==> src/rtl/alu_arbiter.sv <==
// alu_arbiter: round-robin sharing of one combinational ALU between execute (port 0) and branch (port 1).
// Defining ALU_ARB_STATS_EN adds per-port grant counters and a saturating conflict counter.
module alu_arbiter #(
    parameter int DATA_WIDTH = 32
) (
    input  logic                  clk,
    input  logic                  rst_n,
    input  logic [1:0]            req_valid,
    output logic [1:0]            req_ready,
    input  logic [DATA_WIDTH-1:0] req_src1_0,
    input  logic [DATA_WIDTH-1:0] req_src2_0,
    input  logic [DATA_WIDTH-1:0] req_src1_1,
    input  logic [DATA_WIDTH-1:0] req_src2_1,
    input  logic [2:0]            req_ctrl_0,
    input  logic [2:0]            req_ctrl_1,
    output logic [DATA_WIDTH-1:0] alu_src1,
    output logic [DATA_WIDTH-1:0] alu_src2,
    output logic [2:0]            alu_ctrl,
    input  logic [DATA_WIDTH-1:0] alu_result,
    input  logic                  alu_eq,
    output logic [1:0]            rsp_valid,
    input  logic [1:0]            rsp_ready,
    output logic [DATA_WIDTH-1:0] rsp_result,
    output logic                  rsp_eq
`ifdef ALU_ARB_STATS_EN
    ,
    output logic [15:0]           grant_cnt_0,
    output logic [15:0]           grant_cnt_1,
    output logic [15:0]           conflict_cnt
`endif
);
    typedef enum logic [1:0] {IDLE, ISSUE, RESP} state_t;

    state_t                state_q, state_d;
    logic                  last_q, last_d;
    logic                  owner_q, owner_d;
    logic [DATA_WIDTH-1:0] src1_q, src1_d;
    logic [DATA_WIDTH-1:0] src2_q, src2_d;
    logic [2:0]            ctrl_q, ctrl_d;
    logic [DATA_WIDTH-1:0] result_q, result_d;
    logic                  eq_q, eq_d;
    logic [1:0]            grant;
    logic                  sel;
    logic                  accept;

    // last_q names the previous winner; on a tie the other port is granted
    assign grant  = (req_valid == 2'b11) ? (last_q ? 2'b01 : 2'b10) : req_valid;
    assign sel    = grant[1];
    assign accept = (state_q == IDLE) && (grant != 2'b00);

    assign req_ready  = (state_q == IDLE && rst_n) ? grant : 2'b00;
    assign rsp_valid  = (state_q == RESP) ? {owner_q, ~owner_q} : 2'b00;
    assign rsp_result = result_q;
    assign rsp_eq     = eq_q;
    assign alu_src1   = src1_q;
    assign alu_src2   = src2_q;
    assign alu_ctrl   = ctrl_q;

    always_comb begin
        state_d  = state_q;
        last_d   = last_q;
        owner_d  = owner_q;
        src1_d   = src1_q;
        src2_d   = src2_q;
        ctrl_d   = ctrl_q;
        result_d = result_q;
        eq_d     = eq_q;
        unique case (state_q)
            IDLE: begin
                if (accept) begin
                    state_d = ISSUE;
                    owner_d = sel;
                    last_d  = sel;
                    src1_d  = sel ? req_src1_1 : req_src1_0;
                    src2_d  = sel ? req_src2_1 : req_src2_0;
                    ctrl_d  = sel ? req_ctrl_1 : req_ctrl_0;
                end
            end
            ISSUE: begin
                result_d = alu_result;
                eq_d     = alu_eq;
                state_d  = RESP;
            end
            RESP:    state_d = rsp_ready[owner_q] ? IDLE : RESP;
            default: state_d = IDLE;
        endcase
    end

    always_ff @(posedge clk or negedge rst_n) begin
        if (!rst_n) begin
            state_q  <= IDLE;
            last_q   <= 1'b1;
            owner_q  <= 1'b0;
            src1_q   <= '0;
            src2_q   <= '0;
            ctrl_q   <= '0;
            result_q <= '0;
            eq_q     <= 1'b0;
        end else begin
            state_q  <= state_d;
            last_q   <= last_d;
            owner_q  <= owner_d;
            src1_q   <= src1_d;
            src2_q   <= src2_d;
            ctrl_q   <= ctrl_d;
            result_q <= result_d;
            eq_q     <= eq_d;
        end
    end

`ifdef ALU_ARB_STATS_EN
    logic [15:0] gcnt0_q, gcnt1_q, conf_q;

    always_ff @(posedge clk or negedge rst_n) begin
        if (!rst_n) begin
            gcnt0_q <= '0;
            gcnt1_q <= '0;
            conf_q  <= '0;
        end else begin
            if (accept && !sel) gcnt0_q <= gcnt0_q + 16'd1;
            if (accept && sel) gcnt1_q <= gcnt1_q + 16'd1;
            if (accept && req_valid == 2'b11 && conf_q != 16'hFFFF) conf_q <= conf_q + 16'd1;
        end
    end

    assign grant_cnt_0  = gcnt0_q;
    assign grant_cnt_1  = gcnt1_q;
    assign conflict_cnt = conf_q;
`endif
endmodule

==> config.mk <==
export PLATFORM = sky130hd
export DESIGN_NAME = alu_arbiter
export DESIGN_NICKNAME = d
export VERILOG_FILES = /design/src/rtl/alu_arbiter.sv
export SDC_FILE = /design/constraint.sdc
export NUM_CORES = 1
export LEC_CHECK = 0
export BUFFER_PORTS_ARGS = -buffer_cell sky130_fd_sc_hd__clkbuf_2
export CORE_MARGIN = 2
export CORE_UTILIZATION = 40
export CTS_BUF_LIST = sky130_fd_sc_hd__clkbuf_8
export CTS_CLUSTER_DIAMETER = 100
export DETAILED_ROUTE_END_ITERATION = 12
export GPL_TIMING_DRIVEN = 0
export PLACE_DENSITY = 0.77
export SLEW_MARGIN = 30
export SYNTH_ARGS = -nofsm -noshare
export SYNTH_HDL_FRONTEND = slang
export SYNTH_SLANG_ARGS = --single-unit
export TNS_END_PERCENT = 1
==> constraint.sdc <==
create_clock -name clk -period 1.8 [get_ports clk]
set_input_delay 0.27 -clock clk [delete_from_list [all_inputs] [get_ports clk]]
set_output_delay 0.27 -clock clk [all_outputs]
set_load 0.005 [all_outputs]
# Word level (Yosys, flattened, before mapping)
# Cells that the tools add are included.
# classes
n_mux	12
n_eq_ne	4
n_reduce_logical	5
magnitude_cmp	1
bitwise_logic	1
# op_table
operator	n
$mux W32	2
$mux W2	6
$pmux W2 S3	1
$eq A2 B2 Y1 const B	2
$mux W3	1
$eq A2 B1 Y1 const B	1
$logic_and A1 B1 Y1	2
$logic_not A2 Y1	1
$lt A1 B2 Y1 const B	1
$mux W1	2
$ne A2 B2 Y1 const B	1
$reduce_and A2 Y1	1
$reduce_bool A2 Y1	1
$not A1 Y1	1
# word_totals
reg_bits	104
out_inout_bits	104

# Logic depth before layout (Yosys ltp)
# depth
ltp_word	6
mapped_depth	6

# Worst setup path after synthesis
# OpenSTA, ideal clock, no wires.
# synth_timing
kind	register -> register
startpoint	register last_q
endpoint	register src1_q[10] (netlist: alu_src1[10])
setup_slack_ps	117
t_required_ps	1675
stages_incl_launch_ff	7
t_arrival_ps	1558
n_path_buf	3
cell_sequence	dfstp_2 -> a21bo_1 -> buf_6 -> buf_6 -> buf_6 -> mux2_4 -> mux2_4
# synth_between
elab_chain_cells	5
word_cells_on_any_way	6
cone_classes	3 x mux; 3 x reduce/logical
# synth_rtl
element	line_no	text
start, declared	35	logic last_q, last_d;
start signal, assigned	101	last_q <= last_d;
$mux W2 (*) (2 in series)	47	assign grant = (req_valid == 2'b11) ? (last_q ? 2'b01 : 2'b10) : req_valid;
$reduce_bool A2 Y1	49	assign accept = (state_q == IDLE) && (grant != 2'b00);
$logic_and A1 B1 Y1	49	
$reduce_and A2 Y1 (no line)	--	
end signal, assigned	103	src1_q <= src1_d;
end, declared	37	logic [DATA_WIDTH-1:0] src1_q, src1_d;
# Mark *: on every way between the ends. The rest lies on a longest branch, timed or not.
# A chain may end at the register's enable or synchronous reset.

# Worst setup path after layout
# layout_timing
startpoint	register last_q
endpoint	register src1_q[4] (netlist: alu_src1[4])
# The elaborated chain is that of the path after synthesis.

==> summary.md <==
| Metric | Value |
|---|---|
| Number of port buffers | `276` |
| WP buf/inv | `4` |
| Die footprint | `12800 um^2` |
| FF+latch count, synth | `104` |
| Slew Limit Headroom | `73.0%` |
| F_max | `553 MHz` |
| Post-detail-place hpwl | `9530 um` |
| Hold Violations, Final | `47` |
| Switching part of the total | `31.6%` |
| Failing checks | `DRC, hold timing, setup timing` |
| Sequential Power Share | `41.0%` |
| Worst EP required | `2050 ps` |
| Slew @ Worst Pin | `404 ps` |
| Routed len/inst | `15.8 um` |
| CP Max Fanout | `6` |
| Drt via density | `about 4.8` |
| Max incr delay on CP | `around 540 ps` |
| Final WL | `11800 um` |
| Drt drc | `20` |
| Global-route wire length before repair | `18500 um` |
| Outcome | `complete, but fails checks` |
| Hold slack | `-160 ps` |
| Final Skew | `9.37 ps` |
| Initial antenna violation count | `0` |
| Netlist Area Pre-Place | `4770 um^2` |
| Slew Viols, Final | `0` |
| Vias | `3582` |
| Sequential share of the synthesized area | `~55%` |
| Finish-stage setup viols | `3` |
| Share of cells above drive strength 1 | `about four fifths` |
| Clk_lat worst skew | `360 ps` |
| Pre-CTS setup slack | `-137 ps` |
| CTS root buf | `clkbuf_8` |
| Register area | `2600 um^2` |
| Fill count | `945` |
| Sw Pwr | `3.26 mW` |
| Area growth from synthesis to layout | `40.0%` |
| Post-layout util | `57.9%` |
| Setup ws final | `-8.48 ps` |
| CP most frequent cell | `buf_12` |
| Internal | `between 7 and 8 mW` |
| Post-route cell area | `6670 um^2` |
| Setup CP Type | `reg -> reg` |
| GRT Util Overall | `18.3%` |
| Synthesized Nets | `482` |
| Total Nets Final | `a little under 800` |
| Max Cap Viol | `0` |
| Starting Density | `approximately two fifths` |
| Grt ovf | `0` |
| Hold crit path type | `in -> async` |
| H-tree levels | `3` |
| Pin count of the biggest net entering global routing | `57` |
| Top post-synthesis cells by area | `dfrtp_1, mux2_2, mux2_4` |
| Tcrit/Tclk final | `100%` |
| Vias in the first global route | `3826` |
| Placed Area | `roughly 6400 um^2` |
| CTS tree | `done` |
| Slowest-stage cell, CP | `dfstp_2` |
| Worst setup EP type | `register` |
| Multi-input logic area | `2050 um^2` |
| Cells after synthesis | `309` |
| RSZ-0062 raised after global routing | `true` |
| Leading area contributor after synthesis | `dfrtp_1` |
| Die X | `between 100 and 150 um` |
| Clk pwr share | `between 10 and 15%` |
| Core Area | `about 12000 um^2` |
| Vert. Die Dim | `about 110 um` |
| Distinct cells, synth | `18` |
| Final ANT Viol Nets | `0` |
| Syn_area_per_cell | `15.4 um^2` |
| Row count | `39` |
| Antenna Cells | `0` |
| Synth top area share | `a little over half` |
| Yosys warns | `0` |
| First-pass detailed-route iteration total | `8` |
| CTS Buf Count | `9` |
| Clock Tree Buf Depth | `2` |
| Clock tree sinks | `approximately 100` |
| Critical Path AT | `around 2000 ps` |
| Crit path max-delay family | `multiplexers` |
| Crit path time final | `roughly 1800 ps` |
| Max IR drop VDD | `828 uV` |
| Comb pwr share | `between 40% and 50%` |
| CP Cell Sequence | `a21bo_1 -> buf_6 -> buf_12 -> buf_12 -> buf_12 -> mux2_4 -> mux2_4` |
| Critical path launch point type | `register` |
| RePlAce Congestion | `between 0.7 and 0.8` |
| Power Density | `1550 nW/um^2` |
| First DRT Iteration DRCs | `89` |
| Clock-pin slew on the worst setup and hold paths | `100 ps` |
| # IOs | `~280` |
| Lkg Pwr | `approximately 3.4 nW` |
==> sequential cells by signal, summed over array words and instances, names as in the netlist <==
signal	cells
alu_ctrl	3
rsp_result	32
rsp_eq	1
owner_q	1
alu_src1	32
state_q	2
last_q	1
alu_src2	32
==> final timing paths <==
path / to / from / slack [ps] / cells after the start
worst min register to register: rsp_result[5] / rsp_result[5] / 510 / 1
min in group clk: last_q / req_valid[0] / 110 / 2
worst min-delay path: rsp_result[22] / rst_n / -160 / 1
max in group asynchronous: alu_src2[17] / rst_n / 1350 / 2
worst max-delay path: alu_src1[4] / last_q / -8 / 7
worst max register to register: alu_src1[4] / last_q / -8 / 7
==> cell usage after synthesis <==
cell,number
inv_1,2
mux2_2,152
nand2b_1,2
o21ai_0,2
dfrtp_1,103
a31oi_1,1
buf_4,1
o21a_1,1
nor2_1,5
a21oi_1,1
buf_2,15
a21bo_1,1
buf_6,3
clkbuf_1,1
o32ai_1,1
nand2_1,1
dfstp_2,1
mux2_4,16
==> worst register-to-register path: cells and delay by family, from the launching register on <==
family	cells	cell delay, ps
buffers and inverters	4	490
flip-flops	1	540
AO/OA/AOI/OAI	1	110
multiplexers	2	560
==> power groups by stage <==
stage | Combinational [mW] | Clock (mW) | Sequential [mW]
after floorplan | 2.52 | 0 | 4.28
after global placement | 4.43 | 0 | 4.19
after detailed placement | 4.57 | 0 | 4.27
after CTS | 4.69 | 1.52 | 4.23
after global routing | 4.99 | 1.62 | 4.38
final | 4.61 | 1.47 | 4.23
==> logic make-up (layout without fill, tap and decap cells) <==
logic type             count (synthesis)  in the layout  share of synthesized area [%]
buffers and inverters                 22            321                           2.68
AND/OR/NAND/NOR                        8              8                          0.735
AO/OA/AOI/OAI                          7              7                          0.998
multiplexers                         168            168                           41.0
flip-flops                           104            104                           54.6
==> repair_timing <==
action                                 in CTS  in global routing
gates resized for setup                    11                  2
setup endpoints to repair                  59                 65
endpoints found under the hold margin      47                 47
pin swaps                                   1                  1
setup buffers                               6                  0
==> layer usage <==
metal	GRT usage, %	vias to the layer above	routed length, um
li1	-	1688	-
met1	19.8	1701	4310
met2	33.9	173	6270
met3	4.61	20	968
met4	7.64	0	293
met5	0	-	0
==> placed cells by master (no fill, tap or decap), types with 3 or more instances in the layout <==
| master | Yosys | final |
|---|---|---|
| nor2_1 | 5 | 3 |
| clkbuf_8 | 0 | 11 |
| buf_2 | 15 | 13 |
| buf_12 | 0 | 3 |
| mux2_2 | 152 | 150 |
| mux2_4 | 16 | 18 |
| buf_6 | 3 | 3 |
| clkbuf_2 | 0 | 275 |
| dfrtp_1 | 103 | 103 |
| buf_4 | 1 | 5 |
==> cell type report <==
type,instances,area share [%]
Timing Repair Buffer,283,22.2
Inverter,2,0.113
Buffer,20,2.19
Tap cell,143,2.68
Clock inverter,6,1.01
Clock buffer,10,2.06
Sequential cell,104,39.0
Multi-Input combinational cell,183,30.8
==> per-stage QoR <==
stage	TNS [ps]	std cells	total power [mW]
2_1_floorplan	0	309	6.80
3_3_place_gp	-87460	728	8.61
3_5_place_dp	-2240	729	8.84
4_1_cts	-378	751	10.4
5_1_grt	-2340	751	11.0
6_report	-12.6	751	10.3
(Power assumes the default switching activity.)
